## config.mk

```make
export PLATFORM = sky130hd
export DESIGN_NAME = barrel_shifter_arbiter_flat
export DESIGN_NICKNAME = d
export VERILOG_FILES = /design/src/rtl/barrel_shifter_arbiter_if.sv /design/src/rtl/barrel_shifter_arbiter.sv /design/src/flat_wrapper.sv
export SDC_FILE = /design/constraint.sdc
export NUM_CORES = 1
export LEC_CHECK = 0
export ABC_AREA = 0
export BUFFER_PORTS_ARGS = -buffer_cell sky130_fd_sc_hd__buf_4
export CAP_MARGIN = 10
export CORE_UTILIZATION = 40
export CTS_BUF_LIST = sky130_fd_sc_hd__clkbuf_4 sky130_fd_sc_hd__clkbuf_8 sky130_fd_sc_hd__clkbuf_16
export DETAILED_ROUTE_END_ITERATION = 7
export HOLD_SLACK_MARGIN = 0.05
export SETUP_SLACK_MARGIN = 0.1
export SLEW_MARGIN = 5
export SYNTH_ARGS = -nofsm -noshare
export SYNTH_HDL_FRONTEND = slang
export SYNTH_SLANG_ARGS = --single-unit
```

## constraint.sdc

```tcl
create_clock -name clk -period 4.6 [get_ports clk]
set_input_delay 0.46 -clock clk [delete_from_list [all_inputs] [get_ports clk]]
set_output_delay 0.46 -clock clk [all_outputs]
set_load 0.02 [all_outputs]
```

## src/rtl/barrel_shifter_arbiter_if.sv

```systemverilog
// Bundle of request, result and status signals between the two ALU-side
// requesters, the result consumer and barrel_shifter_arbiter.
//   req0_*/req1_* : operand/amount valid-ready channels, one per requester
//   res_*         : rotated result with owning requester ID, valid-ready
//   busy          : arbiter is not idle
// slave  : the arbiter side (requests in, results out)
// master : the requester/consumer side
interface barrel_shifter_arbiter_if #(
    parameter int WIDTH = 8,
    parameter int AMT_W = 3
);
    logic             req0_valid;
    logic             req0_ready;
    logic [WIDTH-1:0] req0_data;
    logic [AMT_W-1:0] req0_amt;
    logic             req1_valid;
    logic             req1_ready;
    logic [WIDTH-1:0] req1_data;
    logic [AMT_W-1:0] req1_amt;
    logic             res_valid;
    logic             res_ready;
    logic [WIDTH-1:0] res_data;
    logic             res_id;
    logic             busy;

    modport slave (
        input  req0_valid, req0_data, req0_amt,
        input  req1_valid, req1_data, req1_amt,
        input  res_ready,
        output req0_ready, req1_ready,
        output res_valid, res_data, res_id, busy
    );

    modport master (
        output req0_valid, req0_data, req0_amt,
        output req1_valid, req1_data, req1_amt,
        output res_ready,
        input  req0_ready, req1_ready,
        input  res_valid, res_data, res_id, busy
    );
endinterface

```

## src/rtl/barrel_shifter_arbiter.sv

```systemverilog
// Round-robin sharing of one rotate-right barrel shifter between two
// requesters. One request is latched in IDLE, rotated in SHIFT, and the
// registered result plus requester ID is offered in DONE until taken.
//   clk   : rising-edge clock
//   rst_n : synchronous active-low reset
//   bus   : request/result/status bundle (slave side)
module barrel_shifter_arbiter #(
    parameter int WIDTH = 8,
    parameter int AMT_W = 3
) (
    input logic                    clk,
    input logic                    rst_n,
    barrel_shifter_arbiter_if.slave bus
);
    typedef enum logic [1:0] {
        IDLE,
        SHIFT,
        DONE
    } state_t;

    state_t           state_q, state_d;
    logic [WIDTH-1:0] op_q, op_d;
    logic [AMT_W-1:0] amt_q, amt_d;
    logic             id_q, id_d;
    logic [WIDTH-1:0] res_data_q, res_data_d;
    logic             res_id_q, res_id_d;
    logic             res_valid_q, res_valid_d;
    logic             prio_q, prio_d;

    logic             grant0, grant1;
    logic             ready0, ready1;
    logic [WIDTH-1:0] rot;

    // A lone valid requester always wins; prio only breaks ties.
    always_comb begin
        grant0 = bus.req0_valid & (~bus.req1_valid | ~prio_q);
        grant1 = bus.req1_valid & (~bus.req0_valid | prio_q);
        ready0 = (state_q == IDLE) & grant0;
        ready1 = (state_q == IDLE) & grant1;
    end

    // Bit i takes op[(i+amt) mod WIDTH]; the AMT_W-bit index wraps naturally.
    always_comb begin
        rot = '0;
        for (int unsigned i = 0; i < WIDTH; i++) begin
            rot[i] = op_q[AMT_W'(i) + amt_q];
        end
    end

    always_comb begin
        state_d     = state_q;
        op_d        = op_q;
        amt_d       = amt_q;
        id_d        = id_q;
        res_data_d  = res_data_q;
        res_id_d    = res_id_q;
        res_valid_d = res_valid_q;
        prio_d      = prio_q;
        case (state_q)
            IDLE: begin
                if (ready0) begin
                    op_d    = bus.req0_data;
                    amt_d   = bus.req0_amt;
                    id_d    = 1'b0;
                    state_d = SHIFT;
                end else if (ready1) begin
                    op_d    = bus.req1_data;
                    amt_d   = bus.req1_amt;
                    id_d    = 1'b1;
                    state_d = SHIFT;
                end
            end
            SHIFT: begin
                res_data_d  = rot;
                res_id_d    = id_q;
                res_valid_d = 1'b1;
                state_d     = DONE;
            end
            DONE: begin
                if (bus.res_ready) begin
                    res_valid_d = 1'b0;
                    prio_d      = ~id_q;
                    state_d     = IDLE;
                end
            end
            default: state_d = IDLE;
        endcase
    end

    always_ff @(posedge clk) begin
        if (!rst_n) begin
            state_q     <= IDLE;
            op_q        <= '0;
            amt_q       <= '0;
            id_q        <= 1'b0;
            res_data_q  <= '0;
            res_id_q    <= 1'b0;
            res_valid_q <= 1'b0;
            prio_q      <= 1'b0;
        end else begin
            state_q     <= state_d;
            op_q        <= op_d;
            amt_q       <= amt_d;
            id_q        <= id_d;
            res_data_q  <= res_data_d;
            res_id_q    <= res_id_d;
            res_valid_q <= res_valid_d;
            prio_q      <= prio_d;
        end
    end

    assign bus.req0_ready = ready0;
    assign bus.req1_ready = ready1;
    assign bus.res_valid  = res_valid_q;
    assign bus.res_data   = res_data_q;
    assign bus.res_id     = res_id_q;
    assign bus.busy       = (state_q != IDLE);
endmodule

```

## src/flat_wrapper.sv

```systemverilog
// flat-port wrapper written by rule: the top's interface ports become plain ports
module barrel_shifter_arbiter_flat 
#(
    parameter int WIDTH = 8,
    parameter int AMT_W = 3
)
  (clk, rst_n, bus_req0_valid, bus_req0_data, bus_req0_amt, bus_req1_valid, bus_req1_data, bus_req1_amt, bus_res_ready, bus_req0_ready, bus_req1_ready, bus_res_valid, bus_res_data, bus_res_id, bus_busy);
  barrel_shifter_arbiter_if #(.WIDTH(WIDTH), .AMT_W(AMT_W)) bus_i ();
  input logic clk;
  input logic rst_n;
  input wire logic [$bits(bus_i.req0_valid)-1:0] bus_req0_valid;
  input wire logic [$bits(bus_i.req0_data)-1:0] bus_req0_data;
  input wire logic [$bits(bus_i.req0_amt)-1:0] bus_req0_amt;
  input wire logic [$bits(bus_i.req1_valid)-1:0] bus_req1_valid;
  input wire logic [$bits(bus_i.req1_data)-1:0] bus_req1_data;
  input wire logic [$bits(bus_i.req1_amt)-1:0] bus_req1_amt;
  input wire logic [$bits(bus_i.res_ready)-1:0] bus_res_ready;
  output wire logic [$bits(bus_i.req0_ready)-1:0] bus_req0_ready;
  output wire logic [$bits(bus_i.req1_ready)-1:0] bus_req1_ready;
  output wire logic [$bits(bus_i.res_valid)-1:0] bus_res_valid;
  output wire logic [$bits(bus_i.res_data)-1:0] bus_res_data;
  output wire logic [$bits(bus_i.res_id)-1:0] bus_res_id;
  output wire logic [$bits(bus_i.busy)-1:0] bus_busy;
  assign bus_i.req0_valid = bus_req0_valid;
  assign bus_i.req0_data = bus_req0_data;
  assign bus_i.req0_amt = bus_req0_amt;
  assign bus_i.req1_valid = bus_req1_valid;
  assign bus_i.req1_data = bus_req1_data;
  assign bus_i.req1_amt = bus_req1_amt;
  assign bus_i.res_ready = bus_res_ready;
  assign bus_req0_ready = bus_i.req0_ready;
  assign bus_req1_ready = bus_i.req1_ready;
  assign bus_res_valid = bus_i.res_valid;
  assign bus_res_data = bus_i.res_data;
  assign bus_res_id = bus_i.res_id;
  assign bus_busy = bus_i.busy;
  barrel_shifter_arbiter #(.WIDTH(WIDTH), .AMT_W(AMT_W)) u_core (.clk(clk), .rst_n(rst_n), .bus(bus_i));
endmodule
```

---- Word level (Yosys, flattened, before mapping) ----
Cells that the tools add are included.
storage, ports and cells
  register bits after elaboration ......... 25
  output and inout port bits .............. 13
  logic and storage cells ................. 73
cells by class
  add/sub/neg operators ................... 7
  reduce and logical (&&, ||, !) cells .... 8
  mux-type cells .......................... 28
  $lt $le $gt $ge ......................... 8
  equality and inequality tests ........... 4
  bitwise logic cells ..................... 10
operators with widths
  cell                 number
  $lt 3x4->1 const B   8
  $bmux 1 s3           8
  $mux 8               2
  $add 3x3->3 const A  4
  $mux 1               11
  $reduce_and 2->1     4
  $add 2x3->3 const A  2
  $mux 2               3
  $mux 3               2
  $pmux 2 s3           1
  $reduce_bool 2->1    3
  $and 1x1->1          4
  $not 1->1            4
  $add 1x3->3 const A  1
  $ne 3x3->1 const B   1
  $eq 2x1->1 const B   1
  $eq 2x2->1 const B   1
  $logic_not 2->1      1
  $ne 2x2->1 const B   1
  $or 1x1->1           2
  $pmux 1 s2           1

---- Longest topological paths before layout ----
Gate-level depths: netlist of run 1.
  word-level depth ........................ 7
  depth in mapped cells ................... 6
  mapped depth without buffers ............ 5

---- Worst setup path after synthesis of run 1 ----
OpenSTA, ideal clock, no wires.
  kind .................................... register to register
  start ................................... register u_core.amt_q[0]
  end ..................................... register u_core.res_data_q[1] (netlist: u_core.bus.res_data[1])
  stages on the path, launching flop included .. 7
  data arrival time ....................... 1619 ps
  path buffers ............................ 1
  path slack .............................. 2862 ps
  data required time ...................... 4481 ps
  cell sequence ........................... dfxtp_1 buf_6 inv_1 ha_1 mux4_2 mux2i_1 a21oi_1
on the way
  cells in the longest elaborated chain, start to end .. 3
RTL lines
  item                          RTL line                       text
  start: declaration            barrel_shifter_arbiter.sv:23   logic [AMT_W-1:0] amt_q, amt_d;
  start signal: assignment      barrel_shifter_arbiter.sv:103  amt_q <= amt_d;
  $add 1x3->3                   barrel_shifter_arbiter.sv:46   rot[i] = op_q[AMT_W'(i) + amt_q];
  $bmux 1 s3                    barrel_shifter_arbiter.sv:46
  $mux 1 (not written as such)  barrel_shifter_arbiter.sv:46
  end signal: assignment        barrel_shifter_arbiter.sv:105  res_data_q <= res_data_d;
  end: declaration              barrel_shifter_arbiter.sv:25   logic [WIDTH-1:0] res_data_q, res_data_d;
Every way passes these cells. The select of a mux whose other input is x is not followed.
A chain may end at the register's enable or synchronous reset.

---- Worst setup path after layout of run 1 ----
Same ends and word-level chain as after synthesis.

==> results.sh, run 1 <==
export IMPL_cts_sinks=25
export IMPL_holdBufCountCts=0
export IMPL_crit_chain="inv_1 -> ha_1 -> mux4_2 -> mux2i_1 -> a21oi_1"
export IMPL_grt_max_degree=20
export IMPL_cts_htree_levels=1
export IMPL_initial_utilization_pct=42.60
export IMPL_postRouteAntennaNets=0
export IMPL_cts_buffer_depth=2
export IMPL_vias=1253
export IMPL_cts_buffers=3
export IMPL_portBuffers=39
export IMPL_crit_required_ps=4780
export IMPL_status="completed"
export IMPL_worst_skew_pair_late_latency_ps=310
export IMPL_whs_ps=415.6
export IMPL_mostFrequentLayoutCells="buf_4 (39), dfxtp_1 (25), o21ai_0 (20), a21oi_1 (15)"
export IMPL_ctsResizeCount=0
export IMPL_grt_use_total_pct=17.52
export IMPL_worst_slew_pin_slew_ps=1023
export IMPL_synthesis_area_sq_um=1444
export IMPL_async_flop_share_pct=0
export IMPL_slowest_stage="dfxtp_1"
export IMPL_ys_flop_type="dfxtp_1"
export IMPL_path_buf_inv=1
export IMPL_drcViolationCount=0
export IMPL_slew_violations=0
export IMPL_post_cts_buffers=0
export IMPL_hold_viol=0
export IMPL_ys_ff_latch=25
export IMPL_rows=21
export IMPL_critPathTopFamily="multiplexers"
export IMPL_grt_antenna_before_repair=0
export IMPL_hold_class="primary input to flop"
export IMPL_diodes=0
export IMPL_powerDensity_nw_per_um2=330.2
export IMPL_layout_drive_gt1_share_pct=30.60
export IMPL_p_leak_nw=0.6814
export IMPL_synth_cells=153
export IMPL_post_dp_hpwl_mm=2.428
export IMPL_nets=213
export IMPL_root_buffer="clkbuf_4"
export IMPL_pre_cts_slack_ps=2493
export IMPL_drv_cap=0
export IMPL_syn_to_final_growth_pct=19.93
export IMPL_fmax_ghz=0.4756
export IMPL_skew_ps=1.100
export IMPL_synth_seq_area_share_pct=34.66
export IMPL_ir_worst_vdd_mv=0.1312
export IMPL_grt_ovfl_total=0
export IMPL_slowest_delay_ps=630
export IMPL_cp_arrival_ps=2280
export IMPL_fin_total_pwr_mw=0.5718
export IMPL_rsz0062_at_grt="false"
export IMPL_fp_dieArea_sq_um=3854
export IMPL_core_area_sq_um=3390
export IMPL_cts_tree="built"
export IMPL_grt_pass1_vias=1073
export IMPL_layout_commonest_cell="buf_4"
export IMPL_syn_nets=182
export IMPL_critical_path_class="flop to flop"
export IMPL_wl_mm=3.148
export IMPL_path_clk_slew_ps=140
export IMPL_wl_per_cell_um=13.75
export IMPL_crit_fanout=11
export IMPL_grt_pass1_wl_mm=4.988
export IMPL_ios=40
export IMPL_avgSynthCellArea_sq_um=9.437
export IMPL_slew_headroom_pct=31.69
export IMPL_period_share_pct=45.71
export IMPL_gp_congestion=0.7801
export IMPL_finish_utilization_pct=51.09
export IMPL_die_w_um=62.08
export IMPL_first_pass_iters=4
export IMPL_vias_per_cell=5.472
export IMPL_die_h_um=62.08
export IMPL_yosysWarnings=0
export IMPL_setup_viol=0
export IMPL_synth_edf_count=0
export IMPL_min_period_ps=2103
export IMPL_start_kind="flop"
export IMPL_tns_ps=0
export IMPL_synth_cell_types=29
export IMPL_worst_slack_ps=2497
export IMPL_cp_end_kind="flop"
export IMPL_drt_iter0_markers=42
[cells by family after synthesis]
logic type / share of synthesized area, %
AO/OA/AOI/OAI: 22.96
AND/OR/NAND/NOR: 12.91
flip-flops: 34.66
buffers and inverters: 7.539
multiplexers: 18.37
XOR/XNOR: 1.820
adder cells (fa/ha/maj): 1.733
[metal layers]
| metal | share of wire, % | global-route usage, % | up-vias | wire [um] |
|---|---|---|---|---|
| met5 | 0 | 0 | - | 0 |
| met4 | 0.44 | 6.032 | 0 | 14 |
| met3 | 4.7 | 2.692 | 2 | 148 |
| met2 | 46 | 27.96 | 35 | 1462 |
| met1 | 48 | 24.10 | 577 | 1522 |
| li1 | - | - | 639 | - |
[cell usage after synthesis, drive strengths merged (3+ instances only)]
master,count,area (sq um)
o21ai,20,100.1
xnor2,3,26.28
nand3,11,55.05
dfxtp,25,500.5
mux2i,4,40.04
nand2,7,26.28
a31oi,5,31.28
buf,11,82.58
inv,5,18.77
mux4,10,225.2
a311oi,11,96.34
nand2b,3,18.77
a21oi,15,75.07
nor2,8,32.54
[layout make-up]
cell class / instances / area, sq um
clock inverter: 1 / 5.005
clock buffer: 3 / 22.52
tap: 46 / 57.56
sequential: 25 / 500.5
inverter: 5 / 18.77
timing repair buffer: 39 / 292.8
multi-input combinational: 110 / 834.6
fill: 339 / 1658
[path summary, 6_finish.rpt]
path,cells after the start,slack [ps],startpoint,end
max,5,2500,u_core.amt_q[0],u_core.bus.res_data[1]
min,3,420,bus_req0_data[5],u_core.op_q[5]
max reg2reg,5,2500,u_core.amt_q[0],u_core.bus.res_data[1]
min reg2reg,2,510,u_core.bus.res_valid,u_core.bus.res_valid
[stage by stage]
stage / cells / instance area (sq um)
after floorplan: 153 / 1444
after global placement: 225 / 1704
final: 229 / 1732
after global routing: 229 / 1732
after CTS: 229 / 1732
after detailed placement: 225 / 1704
[flip-flops by register name, indices dropped and copies added (netlist names)]
signal / flops
u_core.amt_q: 3
u_core.bus.res_data: 8
u_core.bus.res_id: 1
u_core.bus.res_valid: 1
u_core.id_q: 1
u_core.op_q: 8
u_core.prio_q: 1
u_core.state_q: 2
[power breakdown]
part	switching (mW)	internal [mW]
clock	0.0664	0.0325
combinational	0.0936	0.103
sequential	0.0348	0.241
[worst reg2reg max path, cell delays in order (launching register included)]
cell     delay [ps]
dfxtp_1         630
inv_1           150
ha_1            420
mux4_2          540
mux2i_1         150
a21oi_1          80
Power figures use the tool's default switching activity.
==> inputs of run 2 (changes only) <==
==> constraint.sdc (replaced) <==
create_clock -name clk -period 2 [get_ports clk]
set_input_delay 0.2 -clock clk [delete_from_list [all_inputs] [get_ports clk]]
set_output_delay 0.2 -clock clk [all_outputs]
set_load 0.02 [all_outputs]
==> run 2 against run 1 <==
  * Total power is 140% higher
  * Setup slack worse by 2200 ps
  * Count of clock-buffer cells in the layout is 1 higher
  * Global-route usage is 0.27 points higher
  * Sequential share of layout area is 0.65 points lower
  * Critical path depth stayed put
  * Combinational power is 150% higher
  * Core utilization is 1.2 points higher
  * Clock power is 140% higher
  * Highest routed layer unchanged
  * Via count is 1.4% higher
  * Die area stayed put
  * Non-clock buffer count is 5 higher
==> results.sh, run 2 (synthesized netlist as in run 1, its figures left out) <==
export IMPL_status="completed"
export IMPL_slew_headroom_pct=67.36
export IMPL_crit_required_ps=2210
export IMPL_drcViolationCount=0
export IMPL_vias=1270
export IMPL_worst_skew_pair_late_latency_ps=310
export IMPL_layout_commonest_cell="buf_4"
export IMPL_fill_cells=325
export IMPL_first_pass_iters=4
export IMPL_root_buffer="clkbuf_4"
export IMPL_core_area_sq_um=3390
export IMPL_grt_use_total_pct=17.79
export IMPL_mostFrequentLayoutCells="buf_4 (44), dfxtp_1 (25), o21ai_0 (20), a21oi_1 (15)"
export IMPL_cp_end_kind="flop"
export IMPL_setup_viol=0
export IMPL_cts_buffer_depth=2
export IMPL_layout_drive_gt1_share_pct=32.45
export IMPL_critPathTopFamily="multiplexers"
export IMPL_slowest_stage="mux4_2"
export IMPL_slew_violations=0
export IMPL_critical_path_class="flop to flop"
export IMPL_grt_pass1_vias=1103
export IMPL_postRouteAntennaNets=0
export IMPL_fmax_ghz=0.5876
export IMPL_ir_worst_vdd_mv=0.2579
export IMPL_ios=40
export IMPL_drv_cap=0
export IMPL_rows=21
export IMPL_grt_max_degree=19
export IMPL_slowest_delay_ps=550
export IMPL_crit_chain="inv_1 -> ha_1 -> mux4_2 -> mux2i_1 -> a21oi_1"
export IMPL_initial_utilization_pct=42.60
export IMPL_syn_to_final_growth_pct=22.70
export IMPL_hold_class="primary input to flop"
export IMPL_nets=218
export IMPL_p_leak_nw=0.7068
export IMPL_period_share_pct=85.09
export IMPL_pre_cts_slack_ps=313.5
export IMPL_ctsResizeCount=0
export IMPL_vias_per_cell=5.427
export IMPL_cts_buffers=3
export IMPL_grt_antenna_before_repair=0
export IMPL_cts_tree="built"
export IMPL_swShare_pct=33.39
export IMPL_post_dp_hpwl_mm=2.495
export IMPL_clock_power_share_pct=17.7
export IMPL_die_h_um=62.08
export IMPL_grt_pass1_wl_mm=5.161
export IMPL_finish_utilization_pct=52.27
export IMPL_worst_slew_pin_slew_ps=489.1
export IMPL_hold_viol=0
export IMPL_min_period_ps=1702
export IMPL_fp_dieArea_sq_um=3854
export IMPL_share_comb_of_total_power_pct=36.3
export IMPL_wl_mm=3.274
export IMPL_gp_congestion=0.8486
export IMPL_worst_slack_ps=298.3
export IMPL_p_int_mw=0.8994
export IMPL_cts_sinks=25
export IMPL_seqPwrFrac_pct=46.1
export IMPL_p_sw_mw=0.4509
export IMPL_wl_per_cell_um=13.99
export IMPL_portBuffers=39
export IMPL_holdBufCountCts=0
export IMPL_skew_ps=2.658
export IMPL_die_w_um=62.08
export IMPL_diodes=0
export IMPL_grt_ovfl_total=0
export IMPL_cp_arrival_ps=1910
export IMPL_path_clk_slew_ps=140
export IMPL_rsz0062_at_grt="false"
export IMPL_tns_ps=0
export IMPL_powerDensity_nw_per_um2=762.2
export IMPL_cts_htree_levels=1
export IMPL_drt_iter0_markers=64
export IMPL_post_cts_buffers=0
export IMPL_start_kind="flop"
export IMPL_path_buf_inv=1
export IMPL_crit_fanout=4
==> run 2: cell count changes in the layout (fill, tap and decap cells not counted), sizes merged <==
| cell | delta |
|---|---|
| clkbuf | +1 |
| buf | +5 |
| clkinv | -1 |
==> run 2: worst min-delay path: stages <==
cell and delay, ps:
buf_4 80, nor3b_1 40, nor2_1 80, nor2_1 40
==> run 2: power groups by stage <==
stage	Combinational (mW)	Sequential, mW	Clock [mW]
floorplan	0.354	0.630	0
global placement	0.485	0.625	0
detailed placement	0.492	0.631	0
CTS	0.493	0.620	0.245
global route	0.539	0.628	0.263
finish	0.490	0.622	0.238
==> run 2: layer usage <==
layer  up-vias  wire [um]  GRT usage [%]
met5         -          0              0
met4         0         20          3.810
met3         2        143          2.899
met2        35       1566          29.94
met1       585       1543          24.06
li1        648          -              -
==> run 2: final cells by class <==
type,count,area (sq um),share of cell area (%)
multi-input combinational,110,834.6,47.10
inverter,5,18.77,1.059
clock buffer,4,30.03,1.695
sequential,25,500.5,28.25
timing repair buffer,44,330.3,18.64
tap,46,57.56,3.249
==> run 2: metrics by stage <==
step | power [mW] | hold slack [ps] | instance area, sq um | std cells
after CTS | 1.358 | 152.7 | 1772 | 234
final | 1.350 | 155.2 | 1772 | 234
after global routing | 1.430 | 158.2 | 1772 | 234
after floorplan | 0.9836 | 338.3 | 1444 | 153
after global placement | 1.110 | 477.9 | 1742 | 230
after detailed placement | 1.123 | 492.4 | 1742 | 230
==> run 2: final timing paths <==
check                         start                      to  slack (ps)  depth (start not counted)
setup / recovery    u_core.amt_q[0]  u_core.bus.res_data[1]         300                          5
hold / removal        bus_res_ready       u_core.state_q[1]         160                          4
setup reg to reg    u_core.amt_q[0]  u_core.bus.res_data[1]         300                          5
hold reg to reg   u_core.bus.res_id       u_core.bus.res_id         510                          2
